**config.mk**
```make
export PLATFORM = sky130hd
export DESIGN_NAME = load_register
export DESIGN_NICKNAME = d
export VERILOG_FILES = /design/src/rtl/load_register.sv
export SDC_FILE = /design/constraint.sdc
export NUM_CORES = 1
export LEC_CHECK = 0
export CAP_MARGIN = 5
export CORE_AREA = 2 2 39 41
export CTS_BUF_LIST = sky130_fd_sc_hd__clkbuf_16
export CTS_CLUSTER_DIAMETER = 60
export DETAILED_ROUTE_END_ITERATION = 7
export DIE_AREA = 0 0 41 43
export DONT_BUFFER_PORTS = 1
export PLACE_DENSITY = 0.51
export SYNTH_ARGS = -nofsm -noshare
export SYNTH_HDL_FRONTEND = slang
export SYNTH_SLANG_ARGS = --single-unit
```
**constraint.sdc**
```tcl
create_clock -name CLK -period 1 [get_ports CLK]
set_input_delay 0.1 -clock CLK [delete_from_list [all_inputs] [get_ports CLK]]
set_output_delay 0.1 -clock CLK [all_outputs]
set_load 0.01 [all_outputs]
```
**src/rtl/load_register.sv**
```systemverilog
// W-bit load-enable storage register, built as one hold/load mux + D flip-flop cell per bit.
// Optional even-parity output enabled by defining LOAD_REGISTER_PARITY_EN.
module load_register #(
  parameter int unsigned      WIDTH       = 8,
  parameter logic [WIDTH-1:0] RESET_VALUE = '0
) (
  input  logic             CLK,
  input  logic             RESET,
  output logic [WIDTH-1:0] OUT,
  input  logic [WIDTH-1:0] IN,
  input  logic             LOAD
`ifdef LOAD_REGISTER_PARITY_EN
  ,
  output logic             PARITY
`endif
);

  for (genvar i = 0; i < WIDTH; i++) begin : g_cell
    logic cell_d;
    logic cell_q;

    always_comb begin
      cell_d = LOAD ? IN[i] : cell_q;
    end

    always_ff @(posedge CLK) begin
      if (RESET) begin
        cell_q <= RESET_VALUE[i];
      end else begin
        cell_q <= cell_d;
      end
    end

    assign OUT[i] = cell_q;
  end

`ifdef LOAD_REGISTER_PARITY_EN
  // Parity is computed from the value being written, so it lands on the same edge as OUT.
  logic parity_d;
  logic parity_q;

  always_comb begin
    parity_d = LOAD ? ^IN : parity_q;
  end

  always_ff @(posedge CLK) begin
    if (RESET) begin
      parity_q <= ^RESET_VALUE;
    end else begin
      parity_q <= parity_d;
    end
  end

  assign PARITY = parity_q;
`endif

endmodule

```
* Yosys cells after proc, flatten, opt, wreduce, memory -nomap -nowiden
Index checks and enable logic that the tools add are counted.
** Storage, ports and cells
- Register bits after elaboration :: 8
- Bits in latches :: 0
- Bits in writable memories :: 0
- ROM bits :: 0
- Memories :: 0
** Operators by class
- $add $sub $neg :: 0
- Multipliers :: 0
- Div/mod/pow operators :: 0
- Order comparisons :: 0
- Equal/unequal tests :: 0
- Shifts and indexed selects :: 0
- Muxes and demuxes :: 0
- Bitwise gates (word level) :: 0
- Reduce and logical (&&, ||, !) cells :: 0

* Logic depth before layout (Yosys ltp)
Gate-level depths: netlist (run 1).
- Depth after elaboration :: 0
- Mapped depth :: 3
- Depth with buffers taken out :: 2

* Worst setup path before layout (run 1)
No wires, ideal clock.
- Kind :: register to register
- Start :: reg g_cell[0].cell_q (netlist name)
- End :: reg g_cell[0].cell_q
- Arrival :: 435 ps
- Data required time :: 876 ps
- Setup slack :: 440 ps
- Cell stages (with the launch flop) :: 3
- Path buffers :: 0
- Clock period less this slack :: 560 ps
- Cell sequence :: dfxtp_1 mux2i_1 nor2_1
** RTL lines
- end signal: assignment :: RTL line 28 : cell_q <= RESET_VALUE[i];
- end signal: assignment :: RTL line 30 : cell_q <= cell_d;
- end: declaration :: RTL line 20 : logic cell_q;

* Final worst setup path (run 1)
- Start :: in RESET
- End :: reg g_cell[1].cell_q
** RTL lines
- start: declaration :: RTL line 8 : input logic RESET,
- end signal: assignment :: RTL line 28
- end signal: assignment :: RTL line 30
- end: declaration :: RTL line 20
No word-level cell between the ends.

==> results of run 1 <==
[per-layer routing]
layer / share of wire / global-route usage / routed length [um] / vias to the layer above
met1: 0.41 / 0.0673 / 224 / 86
li1: - / - / - / 90
met4: 0 / 0.120 / 0 / 0
met2: 0.52 / 0.0938 / 287 / 9
met5: 0 / 0 / 0 / -
met3: 0.074 / 0.0157 / 41 / 0
[placed cells by master, fill, tap and decap left out]
| master | count |
|---|---|
| clkbuf_16 | 3 |
| mux2i_1 | 8 |
| dlygate4sd3_1 | 1 |
| dfxtp_1 | 8 |
| nor2_1 | 8 |
[cell usage after synthesis]
master   instances  area (um^2)
nor2_1           8         30.0
buf_6            1         11.3
buf_1            1         3.75
mux2i_1          8         80.1
dfxtp_1          8          160
buf_4            8         60.1
[power groups by stage]
stage               clock network, uW  logic, uW  registers [uW]
floorplan                           0       76.5             352
global placement                    0       27.6             366
detailed placement                  0       29.7             367
CTS                               683       36.8             362
global route                      698       39.3             364
finish                            661       36.2             361
[final timing paths]
kind                    start                to  depth (start not counted)
min                     IN[6]  g_cell[6].cell_q                          2
min reg2reg  g_cell[0].cell_q  g_cell[0].cell_q                          2
max reg2reg  g_cell[3].cell_q  g_cell[3].cell_q                          2
max                     RESET  g_cell[1].cell_q                          2
[layout make-up]
| type | instances | area [um^2] | area share |
|---|---|---|---|
| Sequential cell | 8 | 160 | 0.427 |
| Multi-Input combinational cell | 16 | 110 | 0.293 |
| Timing Repair Buffer | 1 | 10.0 | 0.0267 |
| Clock buffer | 3 | 75.1 | 0.200 |
| Tap cell | 16 | 20.0 | 0.0533 |
[stage by stage]
| stage | instance area [um^2] | cells | utilization | worst slack [ps] | power, uW |
|---|---|---|---|---|---|
| after global routing | 375 | 44 | 0.271 | 191 | 1100 |
| after CTS | 375 | 44 | 0.271 | 206 | 1080 |
| after global placement | 290 | 40 | 0.210 | 385 | 394 |
| after detailed placement | 290 | 40 | 0.210 | 360 | 396 |
| after floorplan | 345 | 34 | - | 440 | 428 |
| final | 375 | 44 | 0.271 | 211 | 1060 |
[cells by family (layout without fill, tap and decap cells)]
logic type             Yosys count  in the layout  synth area share
multiplexers                     8              8             0.232
buffers and inverters           10              4             0.217
AND/OR/NAND/NOR                  8              8            0.0870
flip-flops                       8              8             0.464
[what timing repair did]
item | 4_1_cts | 5_1_grt
hold buffers | 1 | 0
hold endpoints to repair | 8 | 0
buffers inserted | 0 | 0
==> key figures, run 1 <==
GRT
  • First-pass GRT wire length: 738 um
  • Grt total ovfl: 0
  • Initial antenna violation count: 0
  • Vias in the first global route: 185
  • Overall routing resource usage: 0.0722
  • Largest net degree at the start of global routing: 9

Power and ir drop
  • Switching share of power: 0.171
  • Seq pwr share: 0.341
  • Int Pwr: 877 uW
  • Comb power frac: 0.034
  • Clock power share: 0.624
  • Switching pwr: 181 uW
  • VDD IR max: 522 uV
  • Leak: 0.000169 uW
  • Power Density: 2820 mW/mm^2

STA
  • FMAX: 1270 MHz
  • Final setup TNS: 0 ps
  • Min Clock Period, post-route: 789 ps
  • Max_slew headroom: 0.800
  • Clock skew: 0 ps
  • Final period util: 0.789
  • Hold slack: 20.6 ps
  • Final setup viols: 0
  • Final Hold Fails: 0
  • Worst Max-Slew Pin Slew: 299 ps
  • Max Slew Vio Count: 0
  • RSZ-0062 raised after global routing: no

Final layout
  • Top reg by flops: g_cell.cell_q
  • Fraction of layout cells with a size suffix above 1: 0.107
  • Max reg flops: 8
  • Antenna Cells: 0
  • FILL cells: 145
  • Largest registers: g_cell.cell_q (8)
  • Synth-to-Final Area Change: 8.70%
  • Layout Nets: 41

Clock network
  • CTS tree: yes
  • Clock Pin Slew Worst Setup and Hold Paths: 40 ps
  • Clk buf depth: 2
  • Worst-Skew Late Latency: 230 ps
  • Num CTS Buffers: 3
  • Post-cts resize count: 0
  • Clk sinks: 8
  • Root Driver: clkbuf_16
  • CTS H-tree depth: 1

Critical path
  • WP buf/inv: 1
  • Worst R2R Setup Slack: 350 ps
  • CP Max Fanout: 8
  • CP top delay family: buffers and inverters
  • Element type at the critical path start: primary input
  • Worst setup EP type: flop
  • Crit-path cells: dlygate4sd3_1, nor2_1
  • Slowest cell on crit path: dlygate4sd3_1
  • CP max stage delay: 710 ps
  • Crit Path Category: in2reg
  • CP arrival: 900 ps
  • Req. time, crit path: 1110 ps

Routing
  • Detail Route Antenna Nets: 0
  • DRT Pass-1 Iters: 4
  • Vias: 185
  • DRC: 0
  • Wire per inst: 12.6 um
  • Vias/cell: 4.20
  • WL final: 553 um
  • Initial DRC count: 1

Outcome
  • Outcome: finished clean

Place
  • Routability cong.: 0.525
  • PortBufs: 0

Min path
  • Worst min path class: in2reg

Synth
  • Mapped Nets: 45
  • Synth Area per Inst: 10.2 um^2
  • Synthesized flop and latch total: 8
  • Register area share after synthesis: 0.464
  • Cell count after synthesis: 34
  • YS warnings: 0
  • Cell variety after synth: 6
  • Synth Cell Area: 345 um^2

Floorplan
  • Starting Density: 0.250
  • Io pins: 19
  • Horiz. Die Dim: 41 um
  • Die Area: 0.00176 mm^2
  • Cell row count: 14
  • Die Y-Extent: 43 um
  • Core area: 0.00138 mm^2

Run
  • Max-Cap Viols: 0
Note: power is estimated with default switching activity, not from simulation.
==> inputs of run 2 (changes only) <==
clock period = 0.8 ns   (was 1 ns; I/O delays follow)
==> key figures, run 2 (synthesis results as in run 1) <==
Clock network
  • Clock Pin Slew Worst Setup and Hold Paths: 40 ps (about the same)
  • CTS tree: yes (unchanged)
  • Clk buf depth: 2 (unchanged)
  • Root Driver: clkbuf_16 (unchanged)
  • Clk sinks: 8 (unchanged)
  • Worst-Skew Late Latency: 230 ps (about the same)
  • CTS H-tree depth: 1 (unchanged)
  • Num CTS Buffers: 3 (unchanged)
  • Post-cts resize count: 0 (unchanged)
  • Post-CTS Setup Bufs: 0 (unchanged)

STA
  • Worst Max-Slew Pin Slew: 290 ps (was 299 ps)
  • Max_slew headroom: 0.806 (was 0.800)
  • Final setup TNS: 0 ps (unchanged)
  • Min Clock Period, post-route: 762 ps
  • RSZ-0062 raised after global routing: no (unchanged)
  • Max Slew Vio Count: 0 (unchanged)
  • Final period util: 0.952
  • FMAX: 1310 MHz
  • Clock skew: 0 ps (unchanged)
  • Final Hold Fails: 0 (unchanged)
  • Final setup viols: 0 (unchanged)

Routing
  • DRC: 0 (unchanged)
  • Vias: 193 (was 185)
  • WL final: 562 um (was 553 um)
  • Detail Route Antenna Nets: 0 (unchanged)
  • Initial DRC count: 1 (unchanged)
  • Wire per inst: 12.0 um (was 12.6 um)
  • DRT Pass-1 Iters: 3 (was 4)
  • Vias/cell: 4.11 (was 4.20)

Critical path
  • Slowest cell on crit path: dlygate4sd3_1 (unchanged)
  • Crit-path cells: dlygate4sd3_1, nor2_1 (unchanged)
  • Element type at the critical path start: primary input (unchanged)
  • Crit Path Category: in2reg (unchanged)
  • CP max stage delay: 700 ps (was 710 ps)
  • Req. time, crit path: 910 ps (was 1110 ps)
  • Worst setup EP type: flop (unchanged)
  • CP Max Fanout: 8 (unchanged)
  • CP top delay family: buffers and inverters (unchanged)
  • WP buf/inv: 1 (unchanged)
  • CP arrival: 870 ps (was 900 ps)

Final layout
  • Commonest non-fill, non-tap cells in the layout: mux2i_1, nor2_1, dfxtp_1, dlygate4sd3_1, clkbuf_16 (was mux2i_1, nor2_1, dfxtp_1, clkbuf_16, dlygate4sd3_1)
  • Top reg by flops: g_cell.cell_q (unchanged)
  • Post-route design area: 405 um^2 (was 375 um^2)
  • Layout Nets: 44 (was 41)
  • Util after Layout: 0.293 (was 0.271)
  • FILL cells: 145 (unchanged)
  • Antenna Cells: 0 (unchanged)
  • Multi-input logic area: 110 um^2 (unchanged)
  • Fraction of layout cells with a size suffix above 1: 0.0968 (was 0.107)
  • Seq. cell area: 160 um^2 (unchanged)
  • Largest registers: g_cell.cell_q (8) (unchanged)
  • Synth-to-Final Area Change: 17.4% (was 8.70%)
  • Max reg flops: 8 (unchanged)

Power and ir drop
  • Clock power share: 0.619 (was 0.624)
  • Switching pwr: 229 uW (was 181 uW)
  • Comb power frac: 0.043 (was 0.034)
  • VDD IR max: 654 uV (was 522 uV)
  • Power Density: 3290 mW/mm^2 (was 2820 mW/mm^2)
  • Switching share of power: 0.172 (was 0.171)
  • Int Pwr: 1110 uW (was 877 uW)
  • Leak: 0.000182 uW (was 0.000169 uW)
  • Seq pwr share: 0.338 (was 0.341)

Place
  • PortBufs: 0 (unchanged)
  • Placed Area: 290 um^2 (unchanged)
  • Routability cong.: 0.525 (unchanged)

GRT
  • First-pass GRT wire length: 752 um (was 738 um)
  • Initial antenna violation count: 0 (unchanged)
  • Vias in the first global route: 187 (was 185)
  • Grt total ovfl: 0 (unchanged)
  • Largest net degree at the start of global routing: 9 (unchanged)
  • Overall routing resource usage: 0.0732 (was 0.0722)

Floorplan
  • Io pins: 19 (unchanged)
  • Starting Density: 0.250 (unchanged)
  • Horiz. Die Dim: 41 um (unchanged)
  • Die Area: 0.00176 mm^2 (unchanged)
  • Cell row count: 14 (unchanged)
  • Die Y-Extent: 43 um (unchanged)
  • Core area: 0.00138 mm^2 (unchanged)

Run
  • Max-Cap Viols: 0 (unchanged)

Min path
  • Worst min path class: in2reg (unchanged)

Outcome
  • Outcome: finished clean (unchanged)
-- run 2: power groups by stage --
| stage | Clock (uW) | Sequential, uW | Combinational, uW |
|---|---|---|---|
| finish | 826 | 452 | 57.0 |
| global route | 872 | 455 | 61.7 |
| CTS | 854 | 452 | 57.9 |
| detailed placement | 0 | 458 | 37.1 |
| global placement | 0 | 458 | 34.5 |
| floorplan | 0 | 440 | 95.6 |
-- run 2: layer usage --
| layer | global-route usage | share of wire | vias to the layer above | routed length, um |
|---|---|---|---|---|
| li1 | - | - | 95 | - |
| met1 | 0.0705 | 0.41 | 89 | 229 |
| met2 | 0.0938 | 0.52 | 9 | 291 |
| met3 | 0.0157 | 0.073 | 0 | 41 |
| met4 | 0.120 | 0 | 0 | 0 |
| met5 | 0 | 0 | - | 0 |
-- run 2: layout make-up --
class | count | share of cell area
clock buffers | 3 | 0.185
multi-input cells | 16 | 0.272
flip-flops and latches | 8 | 0.395
well taps | 16 | 0.0494
repair buffers | 4 | 0.0988
-- run 2: worst paths after layout --
check,from,endpoint,slack [ps],cells after the start
max reg2reg,g_cell[3].cell_q,g_cell[3].cell_q,140,2
min,IN[4],g_cell[4].cell_q,4,2
max,RESET,g_cell[1].cell_q,40,2
min reg2reg,g_cell[0].cell_q,g_cell[0].cell_q,560,2
-- run 2: metrics by stage --
stage          setup slack [ps]  power, uW  cells  hold WS, ps
2_1_floorplan               240        535     34          227
6_report                   38.4       1330     47         3.73
4_1_cts                    26.2       1360     47         2.99
3_3_place_gp                185        492     40          153
3_5_place_dp                160        495     40          156
5_1_grt                    10.7       1390     47         5.81
-- run 2: timing repair --
item | CTS | global route
hold endpoints to repair | 8 | 0
hold buffers | 4 | 0
endpoints found under the setup margin | 0 | 0
==> inputs of run 3 (changes only) <==
REMOVE_ABC_BUFFERS = 1   (was default)
==> key figures, run 3 (synthesis results as in run 1) <==
Outcome
  • Outcome: finished clean (unchanged)

Floorplan
  • Starting Density: 0.250 (unchanged)
  • Horiz. Die Dim: 41 um (unchanged)
  • Io pins: 19 (unchanged)
  • Cell row count: 14 (unchanged)
  • Core area: 0.00138 mm^2 (unchanged)
  • Die Area: 0.00176 mm^2 (unchanged)
  • Die Y-Extent: 43 um (unchanged)

STA
  • Max Slew Vio Count: 0 (unchanged)
  • Final Hold Fails: 0 (unchanged)
  • Worst Max-Slew Pin Slew: 303 ps (was 290 ps)
  • FMAX: 1460 MHz (was 1310 MHz)
  • Final setup TNS: 0 ps (unchanged)
  • Max_slew headroom: 0.798 (was 0.806)
  • Clock skew: 0 ps (unchanged)
  • Setup ws final: 115 ps (was 38.4 ps)
  • Min Clock Period, post-route: 685 ps (was 762 ps)
  • RSZ-0062 raised after global routing: no (unchanged)
  • Final period util: 0.856 (was 0.952)
  • Final setup viols: 0 (unchanged)

Final layout
  • Synth-to-Final Area Change: 9.42% (was 17.4%)
  • FILL cells: 141 (was 145)
  • Largest registers: g_cell.cell_q (8) (unchanged)
  • Antenna Cells: 0 (unchanged)
  • Layout Cells excl Fill: 44 (was 47)
  • Layout Nets: 41 (was 44)
  • Util after Layout: 0.273 (was 0.293)
  • Top reg by flops: g_cell.cell_q (unchanged)
  • Max reg flops: 8 (unchanged)
  • Commonest non-fill, non-tap cells in the layout: mux2i_1, nor2_1, dfxtp_1, clkbuf_16, dlymetal6s4s_1 (was mux2i_1, nor2_1, dfxtp_1, dlygate4sd3_1, clkbuf_16)
  • Fraction of layout cells with a size suffix above 1: 0.107 (was 0.0968)

GRT
  • Vias in the first global route: 179 (was 187)
  • Overall routing resource usage: 0.0672 (was 0.0732)
  • First-pass GRT wire length: 703 um (was 752 um)
  • Grt total ovfl: 0 (unchanged)
  • Largest net degree at the start of global routing: 9 (unchanged)
  • Initial antenna violation count: 0 (unchanged)

Critical path
  • Reg2Reg Depth: 2 (unchanged)
  • CP Max Fanout: 2 (was 8)
  • Worst R2R Setup Slack: 150 ps (was 140 ps)
  • CP startpoint: g_cell[6].cell_q (was RESET)
  • Critical Path Stages: 0 (was 2)
  • Req. time, crit path: 720 ps (was 910 ps)
  • Crit Path Category: reg2out (was in2reg)
  • CP Capture Point: OUT[6] (was g_cell[1].cell_q)
  • Worst setup EP type: primary output (was flop)
  • CP arrival: 600 ps (was 870 ps)
  • Critical R2R Capture: g_cell[1].cell_q (was g_cell[3].cell_q)
  • Element type at the critical path start: flop (was primary input)
  • Worst reg2reg startpoint: g_cell[1].cell_q (was g_cell[3].cell_q)

Min path
  • Worst min path class: in2reg (unchanged)

Routing
  • Initial DRC count: 0 (was 1)
  • Vias: 185 (was 193)
  • WL final: 511 um (was 562 um)
  • DRC: 0 (unchanged)
  • Vias/cell: 4.20 (was 4.11)
  • Wire per inst: 11.6 um (was 12.0 um)
  • Detail Route Antenna Nets: 0 (unchanged)
  • DRT Pass-1 Iters: 1 (was 3)

Clock network
  • Root Driver: clkbuf_16 (unchanged)
  • Worst-Skew Late Latency: 230 ps (about the same)
  • Clk buf depth: 2 (unchanged)
  • Clk sinks: 8 (unchanged)
  • Post-CTS Setup Bufs: 0 (unchanged)
  • CTS tree: yes (unchanged)
  • Num CTS Buffers: 3 (unchanged)
  • CTS H-tree depth: 1 (unchanged)
  • Clock Pin Slew Worst Setup and Hold Paths: 40 ps (about the same)

Power and ir drop
  • Leak: 0.000178 uW (was 0.000182 uW)
  • Total power: 1310 uW (was 1330 uW)
  • Power Density: 3460 mW/mm^2 (was 3290 mW/mm^2)
  • VDD IR max: 1220 uV (was 654 uV)

Place
  • PortBufs: 0 (unchanged)
  • Dpl cells: 40 (unchanged)
  • Routability cong.: 0.525 (about the same)
  • Dpl ws: 158 ps (was 160 ps)

Run
  • Max-Cap Viols: 0 (unchanged)
run 3: changes by cell type in the layout (fill, tap and decap cells not counted):
cell / delta
dlymetal6s4s_1: +1
dlygate4sd3_1: -4
run 3: stage by stage:
step	hold WS [ps]	cell area (um^2)
floorplan	152	270
global placement	153	290
detailed placement	155	290
CTS	7.58	375
global route	5.74	378
finish	6.25	378
run 3: worst min-delay path by stage:
| stage | from | end | slack (ps) | depth (start not counted) |
|---|---|---|---|---|
| final | IN[0] | g_cell[0].cell_q | 6 | 2 |
| after global routing | IN[3] | g_cell[3].cell_q | 6 | 2 |
| after CTS | IN[3] | g_cell[3].cell_q | 8 | 2 |
| after detailed placement | RESET | g_cell[1].cell_q | 150 | 1 |
| after global placement | RESET | g_cell[5].cell_q | 150 | 1 |
| after floorplan | RESET | g_cell[0].cell_q | 150 | 1 |
run 3: power breakdown:
group / switching (uW) / leakage [uW] / internal [uW]
Sequential: 25.7 / 0.0000661 / 426
Combinational: 18.1 / 0.0000748 / 28.3
Clock: 170 / 0.0000370 / 642
run 3: routing by layer:
layer	vias to the layer above	part of all wire	routed length (um)	global-route usage
li1	91	-	-	-
met1	77	0.39	197	0.0705
met2	17	0.45	230	0.0844
met3	0	0.16	82	0.0785
met4	0	0	0	0.0200
met5	-	0	0	0
run 3: timing repair:
action                     CTS  global route
resized for setup            0             1
setup endpoints to repair    0             7
hold endpoints to repair     8             0
hold buffers                 1             0
run 3: cell type report:
| class | count | area, um^2 | area share |
|---|---|---|---|
| clock buffer | 3 | 75.1 | 0.199 |
| multi-input combinational | 16 | 110 | 0.291 |
| sequential | 8 | 160 | 0.424 |
| tap | 16 | 20.0 | 0.0530 |
| timing repair buffer | 1 | 12.5 | 0.0331 |
==> patch 1: new RTL, config.mk and constraints of run 3 <==
Set the parameter `WIDTH` to 10 (it was 8).
--- a/src/rtl/load_register.sv
+++ b/src/rtl/load_register.sv
@@ -1,7 +1,7 @@
 // W-bit load-enable storage register, built as one hold/load mux + D flip-flop cell per bit.
 // Optional even-parity output enabled by defining LOAD_REGISTER_PARITY_EN.
 module load_register #(
-  parameter int unsigned      WIDTH       = 8,
+  parameter int unsigned      WIDTH       = 10,
   parameter logic [WIDTH-1:0] RESET_VALUE = '0
 ) (
   input  logic             CLK,
Interface: changed (resized IN and OUT); port bits go from 19 to 23. The function was not compared with the original's and may differ.
==> patch 1 against run 3 <==
- the flow now finishes with violations (hold timing)
- sequential cell count grew 2
- cell count up 14%
- cell area grew 16%
- maximum frequency shrank 1.5%
- wire length is 32% higher
- synthesized area rose by 24%
- critical path depth unchanged
- worst setup slack got worse by 0.011 ns
- total power is 13% higher
- highest routed layer unchanged
==> patch 1: results (changes against run 3) <==
| Metric | Value |
|---|---|
| Syn Area/Cell | 10.2 um^2 (+0.31%) |
| Clock buffer depth | 2 (unchanged) |
| Synth unique cells | 6 (unchanged) |
| Failing checks | hold timing |
| Worst VDD drop | 0.00109 V (-11%) |
| Post-synth top cells | 10 x buf_4, 10 x dfxtp_1, 10 x mux2i_1, 10 x nor2_1 |
| Data arrival time of the worst path | 0.62 ns (+0.02 ns) |
| Largest net degree at the start of global routing | 11 (+2) |
| TritonRoute pass-1 iters | 4 (+3) |
| Clock skew | 0 ns (unchanged) |
| Worst Tran Pin Value | 0.124 ns (-0.179 ns) |
| Postcts setup bufs | 0 (unchanged) |
| Pre-CTS WS | 0.165 ns (+0.00664 ns) |
| Slew Viols, Final | 0 (unchanged) |
| Placed insts | 46 (+15%) |
| Clock latency on the worst-skew pair | 0.23 ns (about the same) |
| Tot GR Track Use | 8.98% (+2.3 points) |
| Share of cells above drive strength 1 | 8.82% (-1.9 points) |
| Top cells by area, synth | dfxtp_1 47%, mux2i_1 23%, buf_4 18% |
| Top flop regs | g_cell.cell_q x10 |
| N_diodes | 0 (unchanged) |
| Warnings from Yosys | 0 (unchanged) |
| Hold Path Class | in -> reg |
| Drt wl/cell | 13.5 um (+16%) |
| Worst R2R Setup Slack | 0.16 ns |
| # port buffers | 0 (unchanged) |
| Number of global-route vias before repair | 203 (+13%) |
| Static leakage | 0.198 nW (+12%) |
| Layout Nets | 48 (+17%) |
| First-pass GRT wire length | 966 um (+37%) |
| Seq/Total Area, Yosys | 46.8% (+0.41 points) |
| Initial antenna violation count | 0 (unchanged) |
| Clock slew seen by the registers of the worst setup and hold paths | 0.04 ns (about the same) |
| Asr flop ratio synth | 0% (unchanged) |
| H-tree levels | 1 (unchanged) |
| Max Clock Freq | 1.44 GHz (-1.5%) |
| CTS root buffer | clkbuf_16 |
| Vias/cell | 4.40 (+4.6%) |
| DRT Wirelength | 676 um (+32%) |
| Detailed router's first-iteration violation count | 2 (+2) |
| Hold Vio Cnt, Final | 10 (+10) |
| Final Wtd Congestion | 0.511 (-2.8%) |
| Run status | complete, but fails checks |
| Cts bufs inserted | 3 (unchanged) |
| Minimum hold slack | -0.0869 ns (-0.0931 ns) |
patch 1: cell count changes after synthesis:
cell | run 3 | this run
buf_4 | 8 | 10
nor2_1 | 8 | 10
dfxtp_1 | 8 | 10
mux2i_1 | 8 | 10
patch 1: final cells by class:
| type | count | area (um^2) |
|---|---|---|
| clock buffer | 3 | 75.1 |
| clock inverter | 1 | 3.75 |
| fill | 145 | 947 |
| multi-input combinational | 20 | 138 |
| sequential | 10 | 200 |
| tap | 16 | 20.0 |
patch 1: cells by family (layout without fill, tap and decap cells):
logic type / after synthesis / in the layout / synth area share (%)
DFF: 10 / 10 / 46.8
buffers and inverters: 12 / 4 / 21.1
and+or+nand+nor: 10 / 10 / 8.77
muxes: 10 / 10 / 23.4
patch 1: per-layer routing:
metal	vias up	GRT usage [%]	part of all wire (%)
li1	107	-	-
met1	98	10.5	43
met2	15	10.6	44
met3	0	5.76	13
met4	0	8.00	0
met5	-	0	0
patch 1: path summary, 6_finish.rpt:
path                                       start                to  cells after the start
worst max-delay path            g_cell[7].cell_q            OUT[7]                      0
worst min-delay path                       RESET  g_cell[7].cell_q                      1
worst max register to register  g_cell[2].cell_q  g_cell[2].cell_q                      2
worst min register to register  g_cell[3].cell_q  g_cell[3].cell_q                      2
patch 1: stage by stage:
step / instance area [um^2] / hold slack, ns
global route: 437 / -0.0951
floorplan: 338 / 0.152
detailed placement: 358 / 0.156
finish: 437 / -0.0869
global placement: 358 / 0.154
CTS: 437 / -0.0898
patch 1: report_power, final:
group	total, W	switching [W]	internal [W]
Sequential	0.000563	0.0000322	0.000531
Clock	0.000873	0.000219	0.000654
Combinational	0.0000456	0.0000151	0.0000306
==> patch 2: new RTL, settings of run 3 <==
Made on the original files. Add a define of `LOAD_REGISTER_PARITY_EN`.
--- a/src/rtl/load_register.sv
+++ b/src/rtl/load_register.sv
@@ -1,5 +1,7 @@
 // W-bit load-enable storage register, built as one hold/load mux + D flip-flop cell per bit.
 // Optional even-parity output enabled by defining LOAD_REGISTER_PARITY_EN.
+`define LOAD_REGISTER_PARITY_EN
+
 module load_register #(
   parameter int unsigned      WIDTH       = 8,
   parameter logic [WIDTH-1:0] RESET_VALUE = '0
Check against the original RTL (old outputs only; new: PARITY): equivalent (equiv_simple and equiv_induct, registers matched by name and starting in step).
==> patch 2 against run 3 <==
- the run now ends with hold timing left
- via count grew 30%
- sequential cell count grew 1
- worst setup slack lost 0.060 ns
- register-to-register slack lost 0.02 ns
- utilization grew 7.0 points
- maximum frequency shrank 8.0%
- synthesized area grew 26%
- wire length grew 45%
- die area is the same
- total power grew 14%
- clock skew is the same
- first-iteration DRC count grew 1
- cell area grew 25%
==> patch 2: results (changes against run 3) <==
| Metric | Value |
|---|---|
| Placed insts | 51 (+28%) |
| CTS root buffer | clkbuf_16 |
| Hold_sp | RESET |
| Worst VDD drop | 0.00106 V (-13%) |
| Switching part of the total | 19.0% (+2.7 points) |
| Top cells by area, synth | dfxtp_1 41%, mux2i_1 18%, xnor2_1 14% |
| Worst Hold Endpoint | PARITY |
| Worst Tran Pin Value | 0.159 ns (-0.144 ns) |
| Dominant synthesized flop cell | dfxtp_1 |
| Cts bufs inserted | 3 (unchanged) |
| Hold Vio Cnt, Final | 9 (+9) |
| Largest net degree at the start of global routing | 11 (+2) |
| FF-to-FF End | g_cell[2].cell_q |
| Postcts setup bufs | 0 (unchanged) |
| Post-synth top cells | 9 x dfxtp_1, 9 x nor2_1, 8 x buf_4, 8 x mux2i_1, 7 x xnor2_1 |
| First-pass GRT wire length | 1100 um (+57%) |
| # port buffers | 0 (unchanged) |
| Met3 wire length | 50 um (-39%) |
| Met2 wire length | 444 um (+93%) |
| R2R depth | 2 (unchanged) |
| Crit Path Max Fanout | 2 (unchanged) |
| Run status | complete, but fails checks |
| Data arrival time of the worst path | 0.66 ns (+0.06 ns) |
| Minimum hold slack | -0.0912 ns (-0.0974 ns) |
| Vias | 240 (+30%) |
| Seq/Total Area, Yosys | 41.3% (-5.1 points) |
| Setup Crit Path Kind | reg -> out |
| Final Wtd Congestion | 0.572 (+8.9%) |
| CTS resizes | 0 (unchanged) |
| DRT Wirelength | 739 um (+45%) |
| Biggest register | g_cell.cell_q |
| Clock power frac | 57.3% (-4.7 points) |
| Dpl cell area | 395 um^2 (+36%) |
| Worst R2R Setup Slack | 0.13 ns (-0.02 ns) |
| Synth unique cells | 8 (+2) |
| Vias/cell | 4.36 (+3.8%) |
| Clock slew seen by the registers of the worst setup and hold paths | 0.04 ns (about the same) |
| DR top layer | met3 |
| Cell depth of the worst hold path | 1 (-1) |
| Share of cells above drive strength 1 | 12.8% (+2.1 points) |
| Clock buffer depth | 2 (unchanged) |
| Met1 WL | 243 um (+23%) |
| Syn Inst Count | 44 (+29%) |
| Critical R2R Launch | g_cell[2].cell_q |
| Detailed router's first-iteration violation count | 1 (+1) |
| Worst setup path start | PARITY |
| Tot GR Track Use | 10.1% (+3.4 points) |
| Static leakage | 0.202 nW (+14%) |
| Failing checks | hold timing |
| Sequential power | 0.000511 W (+13%) |
| Fill count | 142 (+0.71%) |
| Clock latency on the worst-skew pair | 0.23 ns (about the same) |
| Slowest stage delay, CP | 0.30 ns |
| TritonRoute pass-1 iters | 4 (+3) |
| Asr flop ratio synth | 0% (unchanged) |
[patch 2: changes by cell type in the layout (fill, tap and decap cells not counted)]
cell            before  now
dfxtp_1              8    9
xnor2_1              0    7
a211oi_2             0    1
dlymetal6s4s_1       1    0
inv_1                0    1
buf_4                0    1
nor2_1               8    9
[patch 2: stage by stage]
step           worst slack [ns]  setup TNS, ns  hold slack (ns)  power, W  util, %
5_1_grt                  0.0329              0          -0.0963   0.00155     34.3
4_1_cts                  0.0487              0          -0.0939   0.00152     34.3
3_3_place_gp            0.00575              0            0.147  0.000644     28.6
2_1_floorplan            0.0458              0            0.145  0.000624        -
6_report                 0.0553              0          -0.0912   0.00150     34.3
3_5_place_dp           -0.00596       -0.00596            0.147  0.000648     28.6
[patch 2: kinds of logic (layout without fill, tap and decap cells)]
logic type | after synthesis | in the layout | share of synthesized area [%]
buf+inv | 10 | 5 | 15.8
flops | 9 | 9 | 41.3
simple gates | 9 | 9 | 7.74
mux | 8 | 8 | 18.3
xor+xnor | 7 | 7 | 14.0
compound gates | 1 | 1 | 2.86
[patch 2: layer usage]
metal  up-vias  GRT usage, %
met4         0          6.00
met5         -             0
met3         0          6.81
met1       114          8.20
met2         4          16.6
li1        122             -
[patch 2: worst max path at each step]
stage              to  slack [ns]  cells after the start
2_1_floorplan  PARITY        0.05                      4
3_3_place_gp   PARITY       0.006                      4
3_5_place_dp   PARITY      -0.006                      4
4_1_cts        PARITY        0.05                      1
5_1_grt        PARITY        0.03                      1
6_report       PARITY        0.06                      1
[patch 2: layout make-up]
type / instances / area [um^2] / area share [%]
clock inverter: 1 / 3.75 / 0.792
multi-input combinational: 25 / 188 / 39.6
sequential: 9 / 180 / 38.0
tap: 16 / 20.0 / 4.22
clock buffer: 3 / 75.1 / 15.8
timing repair buffer: 1 / 7.51 / 1.58
